===== config.mk =====
export PLATFORM = sky130hd
export DESIGN_NAME = multi_operand_acs
export DESIGN_NICKNAME = d
export VERILOG_FILES = /design/src/rtl/multi_operand_acs.sv
export SDC_FILE = /design/constraint.sdc
export NUM_CORES = 1
export LEC_CHECK = 0
export ABC_CLOCK_PERIOD_IN_PS = 3400
export BUFFER_PORTS_ARGS = -buffer_cell sky130_fd_sc_hd__buf_2
export CAP_MARGIN = 25
export CORE_ASPECT_RATIO = 1.1
export CORE_MARGIN = 8
export CORE_UTILIZATION = 57
export CTS_BUF_LIST = sky130_fd_sc_hd__clkbuf_16
export CTS_CLUSTER_SIZE = 16
export DETAILED_ROUTE_END_ITERATION = 8
export PLACE_DENSITY = 0.76
export SLEW_MARGIN = 20
export SYNTH_ARGS = -nofsm -noshare
export SYNTH_HDL_FRONTEND = slang
export SYNTH_SLANG_ARGS = --single-unit

===== constraint.sdc =====
create_clock -name clk -period 3.4 [get_ports clk]
set_input_delay 0.51 -clock clk [delete_from_list [all_inputs] [get_ports clk]]
set_output_delay 0.51 -clock clk [all_outputs]
set_load 0.03 [all_outputs]

===== src/rtl/multi_operand_acs.sv =====
// multi_operand_acs: sequential N-operand reducer (unsigned/signed sum, max, min).
// Operands and mode are captured on start. One channel is folded into the
// accumulator per clock, and result/idx are published with a one-cycle done pulse.
module multi_operand_acs #(
   parameter  int unsigned W     = 4,
   parameter  int unsigned N     = 4,
   parameter  int unsigned OUT_W = 8,
   localparam int unsigned IDX_W = $clog2(N)
) (
   input  logic               clk,
   input  logic               rst,
   input  logic               start,
   input  logic [1:0]         mode,
   input  logic [N*W-1:0]     din,
   output logic               busy,
   output logic               done,
   output logic [OUT_W-1:0]   result,
   output logic [IDX_W-1:0]   idx
);

   // The result must hold a full N-way sum without overflow.
   if (OUT_W < W + $clog2(N)) begin : g_width_check
      $error("multi_operand_acs: OUT_W must be >= W + clog2(N)");
   end

   typedef enum logic {
      IDLE,
      RUN
   } state_t;

   typedef enum logic [1:0] {
      MODE_USUM = 2'b00,
      MODE_MAX  = 2'b01,
      MODE_MIN  = 2'b10,
      MODE_SSUM = 2'b11
   } mode_t;

   state_t             state_q, state_d;
   mode_t              mode_q, mode_d;
   logic [N*W-1:0]     data_q, data_d;
   logic [IDX_W-1:0]   cnt_q, cnt_d;
   logic [OUT_W-1:0]   acc_q, acc_d;
   logic [IDX_W-1:0]   best_q, best_d;
   logic [OUT_W-1:0]   result_q, result_d;
   logic [IDX_W-1:0]   idx_q, idx_d;
   logic               done_q, done_d;

   logic [W-1:0]       ch;
   logic [OUT_W-1:0]   acc_upd;
   logic [IDX_W-1:0]   best_upd;
   logic               last;

   // Select the captured channel addressed by the counter.
   always_comb begin
      ch = '0;
      for (int unsigned k = 0; k < N; k++) begin
         if (cnt_q == IDX_W'(k)) begin
            ch = data_q[k*W +: W];
         end
      end
   end

   // Fold the selected channel into the accumulator for the captured mode.
   // Ties in max/min keep the earlier channel, so the lowest index wins.
   always_comb begin
      acc_upd  = acc_q;
      best_upd = best_q;
      unique case (mode_q)
         MODE_USUM: acc_upd = acc_q + {{(OUT_W-W){1'b0}}, ch};
         MODE_SSUM: acc_upd = acc_q + {{(OUT_W-W){ch[W-1]}}, ch};
         MODE_MAX: begin
            if (ch > acc_q[W-1:0]) begin
               acc_upd  = {{(OUT_W-W){1'b0}}, ch};
               best_upd = cnt_q;
            end
         end
         MODE_MIN: begin
            if (ch < acc_q[W-1:0]) begin
               acc_upd  = {{(OUT_W-W){1'b0}}, ch};
               best_upd = cnt_q;
            end
         end
         default: ;
      endcase
   end

   assign last = (cnt_q == IDX_W'(N-1));

   // Next-state and datapath control for the IDLE/RUN handshake.
   always_comb begin
      state_d  = state_q;
      mode_d   = mode_q;
      data_d   = data_q;
      cnt_d    = cnt_q;
      acc_d    = acc_q;
      best_d   = best_q;
      result_d = result_q;
      idx_d    = idx_q;
      done_d   = 1'b0;
      unique case (state_q)
         IDLE: begin
            if (start) begin
               data_d  = din;
               mode_d  = mode_t'(mode);
               cnt_d   = '0;
               best_d  = '0;
               state_d = RUN;
               // Sums start from zero; max/min start from channel 0.
               if (mode_t'(mode) == MODE_MAX || mode_t'(mode) == MODE_MIN) begin
                  acc_d = {{(OUT_W-W){1'b0}}, din[W-1:0]};
               end else begin
                  acc_d = '0;
               end
            end
         end
         RUN: begin
            acc_d  = acc_upd;
            best_d = best_upd;
            cnt_d  = cnt_q + IDX_W'(1);
            if (last) begin
               state_d  = IDLE;
               cnt_d    = '0;
               result_d = acc_upd;
               idx_d    = (mode_q == MODE_MAX || mode_q == MODE_MIN) ? best_upd : '0;
               done_d   = 1'b1;
            end
         end
         default: state_d = IDLE;
      endcase
   end

   // State and datapath registers; reset aborts any reduction in progress.
   always_ff @(posedge clk) begin
      if (rst) begin
         state_q  <= IDLE;
         mode_q   <= MODE_USUM;
         data_q   <= '0;
         cnt_q    <= '0;
         acc_q    <= '0;
         best_q   <= '0;
         result_q <= '0;
         idx_q    <= '0;
         done_q   <= 1'b0;
      end else begin
         state_q  <= state_d;
         mode_q   <= mode_d;
         data_q   <= data_d;
         cnt_q    <= cnt_d;
         acc_q    <= acc_d;
         best_q   <= best_d;
         result_q <= result_d;
         idx_q    <= idx_d;
         done_q   <= done_d;
      end
   end

   assign busy   = (state_q == RUN);
   assign done   = done_q;
   assign result = result_q;
   assign idx    = idx_q;

endmodule


After elaboration in Yosys (flattened, before gate mapping):

Index checks and enable logic that the tools add are counted.

* $add $sub $neg: 3
* multiplexer cells: 22
* bitwise logic cells: 1
* $lt $le $gt $ge: 2
* reduce and logical (&&, ||, !) cells: 7
* equal/unequal tests: 9

Operator list (count)
* 8-bit one-hot mux with 4 select lines: 1
* 8-bit two-way mux: 3
* 4-bit two-way mux: 5
* 8-bit one-hot mux with 2 select lines: 1
* 2-bit one-hot mux with 2 select lines: 3
* 2-bit == test, second input constant: 5
* 2-bit two-way mux: 5
* 8-bit by 4-bit adder with 8-bit output: 1
* 8-bit adder: 1
* 2-bit by 1-bit == test with 1-bit output, second input constant: 3
* 4-bit greater-than comparator: 1
* 2-bit logical NOT: 2
* 4-bit less-than comparator: 1
* 2-bit AND reduction: 2
* 1-bit two-way mux: 3
* 2-bit by 1-bit adder with 2-bit output, second input constant: 1
* 1-bit logical OR: 2
* 2-bit != test, second input constant: 1
* 1-bit one-hot mux with 2 select lines: 1
* 2-bit OR reduction: 1
* 1-bit inverter: 1

* register bits: 42
* input port bits: 21
* output and inout port bits: 12

Logic depth before layout (Yosys ltp):

Gate-level depths: netlist (run 1).

* depth in word-level cells: 9
* depth in mapped cells: 14

Least setup slack after synthesis (run 1):

Ideal clock, no wire load.

* path type: reg-to-reg
* start: register cnt_q[1]
* end: register result_q[2] (netlist: result[2])
* required time: 3283 ps
* path slack: 337 ps
* period minus slack after synthesis: 3063 ps
* data arrival time: 2946 ps
* stages on the path, launching flop included: 14
* path through: dfxtp_1 > inv_1 > ha_1 > nand3b_1 > a21oi_1 > a21oi_1 > o21ai_0 > ha_1 > nor2b_4 > o211ai_2 > a21oi_2 > a21o_1 > a221o_1 > a32o_1

* word-level cells in the longest chain between the ends: 8
* elaborated cells between the ends (all ways): 16
* classes of those cells: add/sub: 2; order compare: 2; eq/ne: 3; mux: 7; reduce/logical: 2

RTL lines
* start, declared: RTL line 41 `logic [IDX_W-1:0] cnt_q, cnt_d;`
* start signal, assigned: RTL line 148 `cnt_q <= cnt_d;`
* parallel branches: the longest is 8 deep, another holds 8-bit adder
* end signal, assigned: RTL line 151 `result_q <= result_d;`
* end, declared: RTL line 44 `logic [OUT_W-1:0] result_q, result_d;`

Parallel ways; which one is timed is not known.
A chain may end at the register's enable or synchronous reset.

Worst setup path in the final report (run 1):

* start: register cnt_q[1]
* end: register acc_q[2]

* word-level cells in the longest chain between the ends: 9
* elaborated cells between the ends (all ways): 16
* classes of those cells: add/sub: 2; order compare: 2; eq/ne: 3; mux: 8; reduce/logical: 1

RTL lines
* 2-bit logical NOT: RTL line 57 `if (cnt_q == IDX_W'(k)) begin`
* 4-bit two-way mux (3 in a row): RTL line 57
* 4-bit two-way mux *: RTL line 57
* parallel branches: the longest is 2 deep, another holds 8-bit adder
* 8-bit one-hot mux with 4 select lines *: RTL line 68 `unique case (mode_q)`
* 8-bit one-hot mux with 2 select lines *: RTL line 100 `unique case (state_q)`
* end signal, assigned: RTL line 139 `acc_q <= '0;`
* end signal, assigned: RTL line 149 `acc_q <= acc_d;`
* end, declared: RTL line 42 `logic [OUT_W-1:0] acc_q, acc_d;`

Every way passes the cells marked *.

==> results.toml, run 1 <==
[routing]
viasPerCell = 5.72
wl_um = 5610
remaining_drc_errors = 0
via_count = 2118
wl_per_cell_um = 15.2
first_pass_iters = 4
drtIter0Drc = 133
ant_nets = 0

[logic_synthesis]
synth_flop_cell = "dfxtp_1"
synth.most_common_cell = "nand2_1"
synth-edff-count = 0
async_flop_share_pct = 0
synth_area_leaders = "dfxtp_1 (36%), ha_1 (9.6%), nand2_1 (8.5%)"
synthCells = 287
ys_ff_latch = 42
ys_seq_area_share_pct = 36.0
yosys-top-cells-count = "nand2_1 (53), dfxtp_1 (42), a21oi_1 (29)"
yosysWarnings = 0
syn_nets = 327
synth_area_leader_cell = "dfxtp_1"
synth_area_um2 = 2340
synth_cell_types = 51
avgSynthCellArea_um2 = 8.15
synth_top_area_share_pct = 36.0

[floorplanning]
chipHeight_um = 83.2
die-area_um2 = 6410
io_pins = 33
core_um2 = 3960
row_count = 24
die_w_um = 77.1
initial_core_util_pct = 59.0

[worst_hold_path]
hold_end = "data_q[0]$_SDFFE_PP0P_"
holdPathStages = 2
min_from = "data_q[0]$_SDFFE_PP0P_"
hold_class = "reg2reg"

[final_layout]
drive_above_1_share_pct = 16.4
nets = 358
syn_to_final_growth_pct = 16.1
n_antenna_cell = 0
postLayoutCoreUtil_pct = 68.5

[global_routing]
grt_max_degree = 31
grt_pass1_wl_um = 9540
antenna_found_initial = 0
overflow = 0
grt_pass1_vias = 2037
track_usage_pct = 17.7

[critical_path]
required_ps = 3570
rr_startpoint = "cnt_q[1]$_SDFFE_PP0P_"
cp_data_arrival_time_ps = 3460
ff2ff_setup_slack_ps = 110
cp-end-kind = "flop"
r2r-end = "acc_q[2]$_SDFFE_PP0P_"
r2r_cells = 11
critPathKind = "reg2reg"
worstSetupStartpointType = "flop"
path_max_fanout = 8

[place]
gp_congestion = 0.872
portBuffers = 32
hpwl_um = 4160

[clocking]
hold_buffers = 0
clk_transition_reported_paths_ps = 60
numCtsBuffers = 5
root_buffer = "clkbuf_16"
clock_path_buffers = 2
tritoncts = "yes"
cts_num_sinks = 42
htreeDepth = 2
insertion_delay_ps = 280

[pwr]
ir_drop_v = 0.000284
power.leakage_nw = 1.16
powerDensity_nw_per_um2 = 441
finalPower_mw = 1.20

[timing]
hold_viol = 0
post-route-min-period_ps = 3290
post-route-period-util_pct = 96.8
fmax_mhz = 304
slew_violations = 0
hold_ws_ps = 456
max_slew.worst_pin.slew_ps = 710
maxSlewHeadroom_pct = 52.3
skew_ps = 2.65
setup_viol = 0

[outcome]
outcome = "complete, no violations"

[run]
maxCapViolCount = 0
==> cells by family after synthesis <==
kind of cell    synth area share, %
compound gates                 27.1
xor+xnor                       2.62
fa+ha+maj                      10.5
buf+inv                        5.14
flops                          36.0
simple gates                   18.7
==> worst max-delay path by stage <==
stage | start | slack [ps] | cells after the start | to
3_5_place_dp | cnt_q[1]$_SDFFE_PP0P_ | 220 | 13 | acc_q[2]$_SDFFE_PP0P_
5_1_grt | cnt_q[1]$_SDFFE_PP0P_ | -20 | 11 | result[2]$_SDFFE_PP0P_
4_1_cts | cnt_q[1]$_SDFFE_PP0P_ | 170 | 11 | acc_q[2]$_SDFFE_PP0P_
2_1_floorplan | cnt_q[1]$_SDFFE_PP0P_ | 340 | 13 | result[2]$_SDFFE_PP0P_
3_3_place_gp | cnt_q[1]$_SDFFE_PP0P_ | 290 | 13 | result[2]$_SDFFE_PP0P_
6_report | cnt_q[1]$_SDFFE_PP0P_ | 110 | 11 | acc_q[2]$_SDFFE_PP0P_
==> power by group <==
group | total [mW] | switching, mW | internal [mW] | leakage [nW]
registers | 0.526 | 0.0148 | 0.511 | 0.342
logic | 0.228 | 0.141 | 0.0869 | 0.750
clock network | 0.443 | 0.179 | 0.265 | 0.0671
==> routing by layer <==
layer  GRT usage, %  wire [um]
met5              0          0
met4           6.01         54
met3           4.85        289
met2           30.3       2840
met1           20.6       2430
==> worst max-delay path, stage by stage (launching register included) <==
cell and delay, ps:
dfxtp_1 420, inv_1 100, ha_1 270, a2111oi_1 490, nor2_1 180, ha_2 450
nand4_1 190, nand2_1 150, a21oi_2 40, a21o_1 250, a221o_1 390, a32o_1 240
==> stage by stage <==
stage	setup TNS (ps)	std cells	cell area, um^2	setup slack, ps
final	0	370	2710	108
after global routing	-39.4	370	2710	-19.8
after CTS	0	369	2680	169
after detailed placement	0	362	2540	219
after global placement	0	362	2540	292
after floorplan	0	287	2340	337
==> repair_timing <==
action | CTS | global route
endpoints found under the setup margin | 0 | 8
gates resized for setup | 0 | 6
setup buffers | 0 | 0
==> cell usage in the layout, fill, tap and decap left out, types with 3 or more instances in the layout <==
cell        n
clkbuf_16   5
a22oi_1     6
buf_4       5
a21oi_1    29
inv_1      19
xor2_1      5
a31oi_1     5
ha_1       17
and2_1      3
a32oi_1     4
nor3_1      5
nor2_1     17
a221o_1     4
o21a_1      3
nor2b_1     4
o21ai_0    13
dfxtp_1    42
nand2_1    53
a32o_1      5
buf_2      32
==> sequential cells by signal (all words and copies together), names as in the netlist <==
| register | flops |
|---|---|
| result | 8 |
| best_q | 2 |
| mode_q | 2 |
| busy | 1 |
| data_q | 16 |
| done | 1 |
| acc_q | 8 |
| idx | 2 |
| cnt_q | 2 |
==> cell type report <==
type,count,area [um^2]
Sequential cell,42,841
Timing Repair Buffer,37,198
Clock buffer,5,125
Inverter,18,67.6
Tap cell,52,65.1
Clock inverter,2,11.3
Fill cell,340,1250
Multi-Input combinational cell,214,1410
Power figures use the tool's default switching activity.
==> run 2: changes to the inputs <==
Settings changed: SETUP_SLACK_MARGIN from default to 0.5.
==> results.toml, run 2 (synthesis results as in run 1) <==
[routing]
wl_um = 6580
viasPerCell = 5.92
remaining_drc_errors = 0
first_pass_iters = 4
drtIter0Drc = 167
via_count = 2256
ant_nets = 0
wl_per_cell_um = 17.3

[timing]
hold_viol = 0
setup_viol = 0
slew_violations = 0
fmax_mhz = 342
post-route-period-util_pct = 86.1
maxSlewHeadroom_pct = 47.0
hold_ws_ps = 454
skew_ps = 2.90
post-route-min-period_ps = 2930
max_slew.worst_pin.slew_ps = 789
rsz0062_at_grt = "yes"
tns_ps = 0

[clocking]
root_buffer = "clkbuf_16"
tritoncts = "yes"
clock_path_buffers = 2
clk_transition_reported_paths_ps = 60
htreeDepth = 2
cts_num_sinks = 42
insertion_delay_ps = 280
numCtsBuffers = 5

[critical_path]
cp-end-kind = "flop"
cp_data_arrival_time_ps = 3100
ff2ff_setup_slack_ps = 470
path_cells = "inv_4, ha_4, nand3b_1, a21oi_2, a21oi_2, o21ai_2, ha_4, nor2b_4, o211ai_4, a21oi_2, a21o_4, a221o_1, a32o_1"
required_ps = 3570
critPathKind = "reg2reg"
path_common_cell = "a21oi_2"
crit_slowest_cell = "dfxtp_4"
r2r-end = "result[2]$_SDFFE_PP0P_"
worstSetupStartpointType = "flop"
setup.worst_path.start = "cnt_q[1]$_SDFFE_PP0P_"
path_max_fanout = 8
crit_path_end = "result[2]$_SDFFE_PP0P_"
slowest_delay_ps = 400
rr_startpoint = "cnt_q[1]$_SDFFE_PP0P_"
r2r_cells = 13

[floorplanning]
row_count = 24
core_um2 = 3960
die_w_um = 77.1
io_pins = 33
die-area_um2 = 6410
chipHeight_um = 83.2
initial_core_util_pct = 59.0

[final_layout]
syn_to_final_growth_pct = 29.7
largest_register_ffs = 16
nets = 369
final_common_cell = "nand2_1"
largest-register = "data_q"
n_antenna_cell = 0
n_fill_cell = 285
final_cells = 381
mostFrequentLayoutCells = "nand2_1 (51), dfxtp_1 (40), buf_2 (32), a21oi_1 (27), nor2_1 (17)"
drive_above_1_share_pct = 28.0

[outcome]
outcome = "complete, no violations"

[place]
gp_congestion = 0.870
portBuffers = 32
dp_cells = 361
hpwl_um = 4140

[global_routing]
overflow = 0
grt_pass1_wl_um = 10100
grt_max_degree = 31
track_usage_pct = 18.9
antenna_found_initial = 0
grt_pass1_vias = 2151

[worst_hold_path]
hold_class = "reg2reg"

[pwr]
switchingPower_uw = 372
combPwrFrac_pct = 21.6
p_seq_share_pct = 39.3
power.share.switching_pct = 27.5
powerDensity_nw_per_um2 = 445
power.leakage_nw = 1.24
finalPower_mw = 1.35
ir_drop_v = 0.000314
p_int_uw = 979
power_frac_clock_pct = 39.0

[run]
maxCapViolCount = 0
[run 2: cell count changes in the layout (fill, tap and decap cells not counted), sizes merged]
cell	before	now
buf	37	48
clkinv	0	1
clkinvlp	1	0
inv	19	18
bufinv	0	1
[run 2: critical path: cells and delay by family, from the launching register on]
family                     cells  cell delay, ps
AOI/OAI and AO/OA              8            1600
and+or+nand+nor                2             310
adders and majority gates      2             430
DFF                            1             400
buffers and inverters          1              60
[run 2: final cells by class]
cell class / instances / area, um^2 / share of cell area, %
repair buffers: 48 / 297 / 9.78
inverters: 18 / 70.1 / 2.31
multi-input cells: 214 / 1590 / 52.6
flip-flops and latches: 42 / 848 / 28.0
well taps: 52 / 65.1 / 2.15
clock buffers: 5 / 125 / 4.13
clock inverters: 2 / 33.8 / 1.11
[run 2: how the worst min path moves through the flow]
stage | from | end | slack [ps] | cells after the start
detailed placement | idx[0]$_SDFFE_PP0P_ | idx[0]$_SDFFE_PP0P_ | 440 | 2
CTS | idx[0]$_SDFFE_PP0P_ | idx[0]$_SDFFE_PP0P_ | 460 | 2
global placement | idx[1]$_SDFFE_PP0P_ | idx[1]$_SDFFE_PP0P_ | 440 | 2
floorplan | data_q[6]$_SDFFE_PP0P_ | data_q[6]$_SDFFE_PP0P_ | 430 | 2
finish | data_q[1]$_SDFFE_PP0P_ | data_q[1]$_SDFFE_PP0P_ | 450 | 2
global route | din[7] | data_q[7]$_SDFFE_PP0P_ | 460 | 3
[run 2: what timing repair did]
action / in CTS / in global routing
setup endpoints to repair: 18 / 18
setup buffers: 5 / 8
resized for setup: 24 / 22
pin swaps: 5 / 18
hold buffers: 0 / 0
[run 2: layer usage]
metal  global-route usage (%)  part of all wire (%)  vias up
met5                        0                     0        -
met4                     6.01                   2.0        0
met3                     4.85                   4.7       18
met2                     32.6                    51       75
met1                     22.2                    42     1062
li1                         -                     -     1101
[run 2: power groups by stage]
stage	Combinational [mW]	Sequential [mW]	Clock [mW]
6_report	0.292	0.531	0.527
5_1_grt	0.314	0.533	0.545
4_1_cts	0.235	0.529	0.526
3_5_place_dp	0.201	0.539	0
3_3_place_gp	0.197	0.538	0
2_1_floorplan	0.154	0.534	0
[run 2: metrics by stage]
step	utilization [%]	setup WS [ps]	cell area, um^2
2_1_floorplan	-	559	2340
3_3_place_gp	64.0	316	2540
3_5_place_dp	64.0	238	2540
4_1_cts	71.8	500	2850
5_1_grt	76.5	373	3030
6_report	76.5	474	3030
